`src/rtl/fifo_pkg.sv`:
```
// Shared definitions for FIFO read/write side adapters: buffer occupancy
// type, buffer depth and the read-issue condition.
package fifo_pkg;

    // Occupancy of a 2-entry buffer (values 0..2).
    typedef logic [1:0] occ_t;

    localparam int unsigned BUF_DEPTH = 2;

    // A read may be issued when the FIFO has data and the words already
    // buffered plus those still in flight, minus the word leaving this cycle,
    // leave room for one more.
    function automatic logic rd_issue_ok(
        input logic empty,
        input occ_t occ,
        input logic pend,
        input logic pop
    );
        logic [2:0] commit;
        commit = {1'b0, occ} + {2'b00, pend} - {2'b00, pop};
        return (!empty) && (commit < 3'(BUF_DEPTH));
    endfunction

endpackage

```
`src/rtl/stream_buf2.sv`:
```
// Two-entry in-order data queue. Entry 0 is always the head; a pop shifts
// entry 1 forward, a push lands in the first free slot (or behind the
// advancing head when push and pop coincide).
module stream_buf2
    import fifo_pkg::*;
#(
    parameter int unsigned DATA_WIDTH = 8
) (
    input  logic                  clk,
    input  logic                  rst_n,
    input  logic                  push,
    input  logic [DATA_WIDTH-1:0] push_data,
    input  logic                  pop,
    output logic [DATA_WIDTH-1:0] head_data,
    output occ_t                  occ
);

    logic [DATA_WIDTH-1:0] ent0_q, ent0_d;
    logic [DATA_WIDTH-1:0] ent1_q, ent1_d;
    occ_t                  occ_q,  occ_d;

    // Next-state of the entries and occupancy for every push/pop combination.
    always_comb begin
        ent0_d = ent0_q;
        ent1_d = ent1_q;
        occ_d  = occ_q;
        case ({push, pop})
            2'b10: begin
                if (occ_q == 2'd0) begin
                    ent0_d = push_data;
                    occ_d  = 2'd1;
                end else if (occ_q == 2'd1) begin
                    ent1_d = push_data;
                    occ_d  = 2'd2;
                end else begin
                    // Full: the caller never pushes here; keep contents intact.
                    occ_d  = occ_q;
                end
            end
            2'b01: begin
                if (occ_q != 2'd0) begin
                    ent0_d = ent1_q;
                    occ_d  = occ_q - 2'd1;
                end else begin
                    occ_d  = occ_q;
                end
            end
            2'b11: begin
                if (occ_q == 2'd2) begin
                    ent0_d = ent1_q;
                    ent1_d = push_data;
                end else begin
                    ent0_d = push_data;
                end
                occ_d = (occ_q == 2'd0) ? 2'd1 : occ_q;
            end
            default: begin
                occ_d = occ_q;
            end
        endcase
    end

    // Entry and occupancy registers; reset discards all buffered words.
    always_ff @(posedge clk or negedge rst_n) begin
        if (!rst_n) begin
            ent0_q <= '0;
            ent1_q <= '0;
            occ_q  <= 2'd0;
        end else begin
            ent0_q <= ent0_d;
            ent1_q <= ent1_d;
            occ_q  <= occ_d;
        end
    end

    assign head_data = ent0_q;
    assign occ       = occ_q;

endmodule

```
`src/rtl/fifo_stream_reader.sv`:
```
// Read-side adapter for syncfifo: drains the FIFO through rd_en/empty/dout
// and presents the words as a valid/ready stream at one word per cycle.
module fifo_stream_reader
    import fifo_pkg::*;
#(
    parameter int unsigned DATA_WIDTH = 8,
    parameter bit          FWFT_EN    = 1'b0,
    parameter int unsigned CNT_WIDTH  = 16
) (
    input  logic                  clk,
    input  logic                  rst_n,
    input  logic [DATA_WIDTH-1:0] fifo_dout,
    input  logic                  fifo_empty,
    output logic                  fifo_rd_en,
    output logic [DATA_WIDTH-1:0] m_data,
    output logic                  m_valid,
    input  logic                  m_ready,
    output logic [CNT_WIDTH-1:0]  xfer_cnt
);

    logic                 pend_q, pend_d;
    logic [CNT_WIDTH-1:0] xfer_cnt_q, xfer_cnt_d;
    logic                 pop_s;
    logic                 push_s;
    logic                 rd_en_s;
    occ_t                 occ_s;

    assign pop_s   = m_valid & m_ready;
    assign rd_en_s = rd_issue_ok(fifo_empty, occ_s, pend_q, pop_s);

    // Read-in-flight tracking and capture timing; in FWFT mode dout is
    // already valid when rd_en is raised, so nothing is ever in flight.
    always_comb begin
        if (FWFT_EN == 1'b1) begin
            pend_d = 1'b0;
            push_s = rd_en_s;
        end else begin
            pend_d = rd_en_s;
            push_s = pend_q;
        end
    end

    // Handshake counter, wrapping naturally at 2**CNT_WIDTH.
    always_comb begin
        if (pop_s) begin
            xfer_cnt_d = xfer_cnt_q + {{(CNT_WIDTH-1){1'b0}}, 1'b1};
        end else begin
            xfer_cnt_d = xfer_cnt_q;
        end
    end

    // In-flight flag and transfer counter registers.
    always_ff @(posedge clk or negedge rst_n) begin
        if (!rst_n) begin
            pend_q     <= 1'b0;
            xfer_cnt_q <= '0;
        end else begin
            pend_q     <= pend_d;
            xfer_cnt_q <= xfer_cnt_d;
        end
    end

    stream_buf2 #(
        .DATA_WIDTH (DATA_WIDTH)
    ) u_buf (
        .clk       (clk),
        .rst_n     (rst_n),
        .push      (push_s),
        .push_data (fifo_dout),
        .pop       (pop_s),
        .head_data (m_data),
        .occ       (occ_s)
    );

    // m_valid comes straight from the occupancy register, never from m_ready.
    assign m_valid    = (occ_s != 2'd0);
    assign fifo_rd_en = rd_en_s;
    assign xfer_cnt   = xfer_cnt_q;

endmodule

```
`config.mk`:
```
export PLATFORM = sky130hd
export DESIGN_NAME = fifo_stream_reader
export DESIGN_NICKNAME = d
export VERILOG_FILES = /design/src/rtl/fifo_pkg.sv /design/src/rtl/stream_buf2.sv /design/src/rtl/fifo_stream_reader.sv
export SDC_FILE = /design/constraint.sdc
export NUM_CORES = 1
export LEC_CHECK = 0
export ABC_AREA = 1
export CORE_ASPECT_RATIO = 0.8
export CORE_UTILIZATION = 54
export DETAILED_ROUTE_END_ITERATION = 10
export GPL_TIMING_DRIVEN = 1
export PLACE_DENSITY = 0.83
export SLEW_MARGIN = 25
export SYNTH_ARGS = -nofsm -noshare
export SYNTH_HDL_FRONTEND = slang
export SYNTH_SLANG_ARGS = --single-unit
```
`constraint.sdc`:
```
create_clock -name clk -period 3.2 [get_ports clk]
set_input_delay 0.48 -clock clk [delete_from_list [all_inputs] [get_ports clk]]
set_output_delay 0.48 -clock clk [all_outputs]
set_load 0.005 [all_outputs]
```
Yosys cells after proc, flatten, opt, wreduce, memory -nomap -nowiden

Cells that the tools add are included.

Flip-flop bits (word level): 35

Bitwise gates (word level): 1
Reduce and logical (&&, ||, !) cells: 9
Order comparisons: 1
Multiplexer cells: 13
Eq/ne operators: 12
$add $sub $neg: 4

Operators with widths:

| cell                  | count |
|---|---|
| $mux 8                | 6 |
| $pmux 8 s3            | 1 |
| $add 16x1->16 const B | 1 |
| $pmux 8 s2            | 1 |
| $mux 2                | 4 |
| $ne 2x1->1 const B    | 4 |
| $reduce_and 4->1      | 2 |
| $eq 2x2->1 const B    | 3 |
| $pmux 2 s3            | 1 |
| $eq 2x1->1 const B    | 2 |
| $ne 2x2->1 const B    | 2 |
| $reduce_bool 2->1     | 2 |
| $add 2x1->3           | 1 |
| $lt 3x2->1 const B    | 1 |
| $ne 3x1->1 const B    | 1 |
| $reduce_and 3->1      | 1 |
| $reduce_bool 3->1     | 1 |
| $sub 3x1->3           | 1 |
| $logic_not 2->1       | 1 |
| $sub 2x1->2 const B   | 1 |
| $and 1x1->1           | 1 |
| $logic_and 1x1->1     | 1 |
| $logic_not 1->1       | 1 |

Depth between registers and ports, before layout

Depth after elaboration: 5
Gate-level depth with buffers: 12
Gate-level depth less buffers: 11

By module

Synthesis repeated with hierarchy kept, for this count alone.

Cells, all modules: 232
Area total of the unflattened synthesis: 1943.1 um2

Modules (own cells, without submodules):

| module             | instances | area an instance (um2) | cells each | seq. area each (um2) |
|---|---|---|---|---|
| stream_buf2        | 1         | 994.7                  | 127        | 450.4 |
| fifo_stream_reader | 1         | 948.4                  | 105        | 425.4 |

Worst setup path after synthesis

Ideal clock, no wire load.

Kind: flip-flop to output port
Start point: register u_buf.occ_q[1] (netlist: u_buf.occ[1])
End point: output fifo_rd_en
Data arrival time: 1.887 ns
Cell stages (with the launch flop): 13
Required time: 2.720 ns
Path slack: 0.833 ns
Cell sequence: dfrtp_1 > inv_1 > ha_1 > inv_2 > nand2_2 > buf_6 > inv_1 > nand2_1 > nand3_1 > fa_1 > xnor2_1 > nand2_1 > nor2_1

Cells in the longest elaborated chain, start to end: 5
Elaborated cells between the ends (all ways): 6
Classes of those cells: 2 x add/sub; 1 x order compare; 1 x bitwise; 2 x reduce/logical

RTL lines:

| what                                                                | RTL line                 | source |
|---|---|---|
| start, declared                                                     | stream_buf2.sv:20        | `occ_t occ_q, occ_d;` |
| start signal, assigned                                              | stream_buf2.sv:68        | `occ_q <= 2'd0;` |
| start signal, assigned                                              | stream_buf2.sv:72        | `occ_q <= occ_d;` |
| parallel branches: the longest is 2 deep, another holds $add 2x1->3 | n/a                      |  |
| $sub 3x1->3 (*)                                                     | fifo_pkg.sv:20           | `commit = {1'b0, occ} + {2'b00, pend} - {2'b00, pop};` |
| $lt 3x2->1 (*)                                                      | fifo_pkg.sv:21           | `return (!empty) && (commit < 3'(BUF_DEPTH));` |
| $logic_and 1x1->1 (*)                                               | fifo_pkg.sv:21           |  |
| end, declared                                                       | fifo_stream_reader.sv:14 | `output logic fifo_rd_en,` |

Mark *: on every way between the ends.

Worst setup path in the final report

Same ends and word-level chain as after synthesis.

==> metrics.md <==
| Metric | Value |
|---|---|
| Root buf cell | clkbuf_8 |
| Max Cap Viol | 0 |
| # fillers | 209 |
| Yosys cell types | 23 |
| Die Ht | 53.88 um |
| RePlAce Congestion | 0.8135 |
| CP Launch Point | u_buf.occ[1]$_DFFE_PN0P_ |
| Minimum clock period | 3.065 ns |
| Synth Net Count | 234 |
| Wire length per cell | 13.72 um |
| Leakage power | 1.111 nW |
| Adder-Cell Fraction of Synth Area | 0.04545 |
| Routed wire length | 4185 um |
| First-pass GRT wire length | 6879 um |
| Reg-to-reg startpoint | u_buf.occ[1]$_DFFE_PN0P_ |
| Hpwl dp | 2899 um |
| Layout area overhead | 32.37% |
| Measured slew at the worst slew-check pin | 0.6476 ns |
| DRC Markers | 0 |
| Core ar. | 3153 um^2 |
| Clock transition at path regs | 0.07 ns |
| Post-route ant nets | 0 |
| Vias per inst | 5.289 |
| Relative slew margins | 0.5682 |
| Die width | approximately 67 um |
| Compound-Gate Fraction of Synth Area | 0.05028 |
| Setup TNS | 0 ns |
| Port Buffers | 37 |
| IO Pins | 38 |
| Row cnt | 18 |
| Final-stage net count | 282 |
| Mux cell area share after synthesis | 0 |
| Initial antenna violation count | 0 |
| H-tree depth | 2 |
| Worst-case clock skew | 0.01028 ns |
| Share of cells above drive strength 1 | 0.1245 |
| Clock latency on the worst-skew pair | about 0.3 ns |
| Largest net degree at the start of global routing | 36 |
| GRT Resource Usage Total | 0.2707 |
| Diodes inserted | 0 |
| Commonest non-fill, non-tap cell in the layout | nand2_1 |
| Crit Path Category | reg2out |
| Grt total ovfl | 0 |
| Power per cell area | 826.0 nW/um^2 |
| Commonest cells after routing, fill and taps aside | nand2_1 (65), clkdlybuf4s50_1 (37), dfrtp_1 (34) |
| Iter 0 DRT Violations | roughly 110 |
| Final Cycle Share | 0.9579 |
| Yosys reg bits | 35 |
| Vias in the first global route | 1473 |
| Gate Count Post-Synth | 216 |
| Via count | 1613 |
| CP arrival | 2.59 ns |
| CTS tree | built |
| Drt first pass iters | 4 |
| Status | finished, final reports clean |
| CTS Hold Bufs | 0 |
| CTS Buffer Depth | 2 |
| Full die area | 3602 um^2 |
| TritonCTS Buffers | 5 |
| CTS sink count | 35 |
| Pins Over Slew Limit | 0 |
| Main combinational cell family by area after synthesis | simple AND/OR/NAND/NOR gates |
| Starting Density | 0.5762 |
| FMAX | 326.2 MHz |
| Hold slack | 0.4766 ns |
| Register area share after synthesis | 0.4821 |
| Mapped cell area | 1817 um^2 |
| Largest vdd supply drop | 0.6430 mV |
| Total power | 0.001986 W |
| Worst Hold Class | reg2reg |
| Critical path peak fanout | 6 |
| Simple-gate share of the synthesized area | 0.3106 |
| Endpoints failing hold | 0 |
| Xor/xnor share of the synthesized area | 0.05785 |
| Synth warn | 0 |
| Avg Synthesized Cell Area | between 8 and 9 um^2 |
| Crit path launch type | flip-flop |
| Critical path capture point type | output pin |
| Final setup viols | 0 |
| Util after Layout | 0.7627 |
| Beginning of the worst hold path | u_buf.ent1_q[1]$_DFFE_PN0P_ |
| WP data required | 2.72 ns |
[Yosys cell counts]
cell / count / area share
nand2_1: 65 / 0.13
dfrtp_1: 35 / 0.48
nand3_1: 24 / 0.066
nor2_1: 21 / 0.043
inv_1: 17 / 0.035
a31oi_1: 8 / 0.028
xnor2_1: 8 / 0.039
ha_1: 5 / 0.034
nand4_1: 5 / 0.017
nand2_2: 4 / 0.014
o21ai_0: 4 / 0.011
xor2_1: 4 / 0.019
nor3_1: 3 / 0.0083
buf_4: 2 / 0.0083
inv_2: 2 / 0.0041
nor2_4: 2 / 0.012
a31oi_2: 1 / 0.0069
buf_6: 1 / 0.0062
fa_1: 1 / 0.011
nand3_2: 1 / 0.0055
nand3b_1: 1 / 0.0041
nor3_2: 1 / 0.0055
o21ai_2: 1 / 0.0048
[per-layer routing]
metal / vias up / global-route usage / routed length, um
met5: - / 0 / 0
met4: 0 / 0.1170 / 39
met3: 5 / 0.06992 / 272
met2: 48 / 0.4074 / 1943
met1: 767 / 0.3713 / 1930
li1: 793 / - / -
[worst max-delay path, stage by stage (launching register included)]
cell,delay (ns)
dfrtp_2,0.44
inv_2,0.10
ha_4,0.15
inv_2,0.07
nand2_4,0.09
inv_1,0.08
nand2_1,0.07
nand3_1,0.10
fa_2,0.55
nand2_1,0.06
nor2_2,0.09
clkdlybuf4s50_1,0.50
[sequential cells by signal (all words and copies together) (netlist names)]
register / flops
u_buf.head_data: 8
u_buf.occ: 2
xfer_cnt: 16
pend_q: 1
u_buf.ent1_q: 8
[metrics by stage]
step	setup slack [ns]	instance area, um^2	cells
finish	0.1348	2405	305
global route	-0.04783	2405	305
CTS	0.001203	2365	301
detailed placement	0.1494	2233	293
global placement	0.2073	2233	293
floorplan	0.8333	1817	216
[kinds of logic (layout without fill, tap and decap cells)]
kind of cell               after synthesis  count (layout)
adders and majority gates                6               6
xor gates and xnor gates                12              12
AOI/OAI and AO/OA                       14              14
and+or+nand+nor                        127             127
buffers and inverters                   22              71
DFF                                     35              35
[report_power, final]
| group | leakage (nW) | internal [W] | switching, W |
|---|---|---|---|
| clock network | 0.0612 | 0.000252 | 0.000166 |
| registers | 0.439 | 0.000589 | 0.000113 |
| logic | 0.611 | 0.000415 | 0.000451 |
| total | 1.11 | 0.00126 | 0.000730 |
[path summary, 6_finish.rpt]
check / end / slack (ns) / depth (start not counted)
worst min register to register: u_buf.ent1_q[1]$_DFFE_PN0P_ / 0.48 / 2
max in group asynchronous: u_buf.occ[1]$_DFFE_PN0P_ / 2.29 / 2
worst max register to register: pend_q$_DFF_PN0_ / 1.34 / 10
min in group asynchronous: xfer_cnt[10]$_DFFE_PN0P_ / 0.58 / 2
worst min-delay path: u_buf.ent1_q[1]$_DFFE_PN0P_ / 0.48 / 2
worst max-delay path: fifo_rd_en / 0.13 / 11
[cell type report]
| type | instances | area, um^2 | area share |
|---|---|---|---|
| sequential | 35 | 877.1 | 0.3647 |
| tap | 40 | 50.05 | 0.02081 |
| multi-input combinational | 159 | 865.8 | 0.3600 |
| clock inverter | 2 | 35.03 | 0.01457 |
| clock buffer | 6 | 82.58 | 0.03434 |
| inverter | 19 | 71.32 | 0.02966 |
| timing repair buffer | 44 | 422.9 | 0.1759 |
[repair_timing]
item	CTS	global route
gates resized for setup	4	4
setup buffers	0	4
endpoints found under the setup margin	1	1
Note: power is estimated with default switching activity, not from simulation.
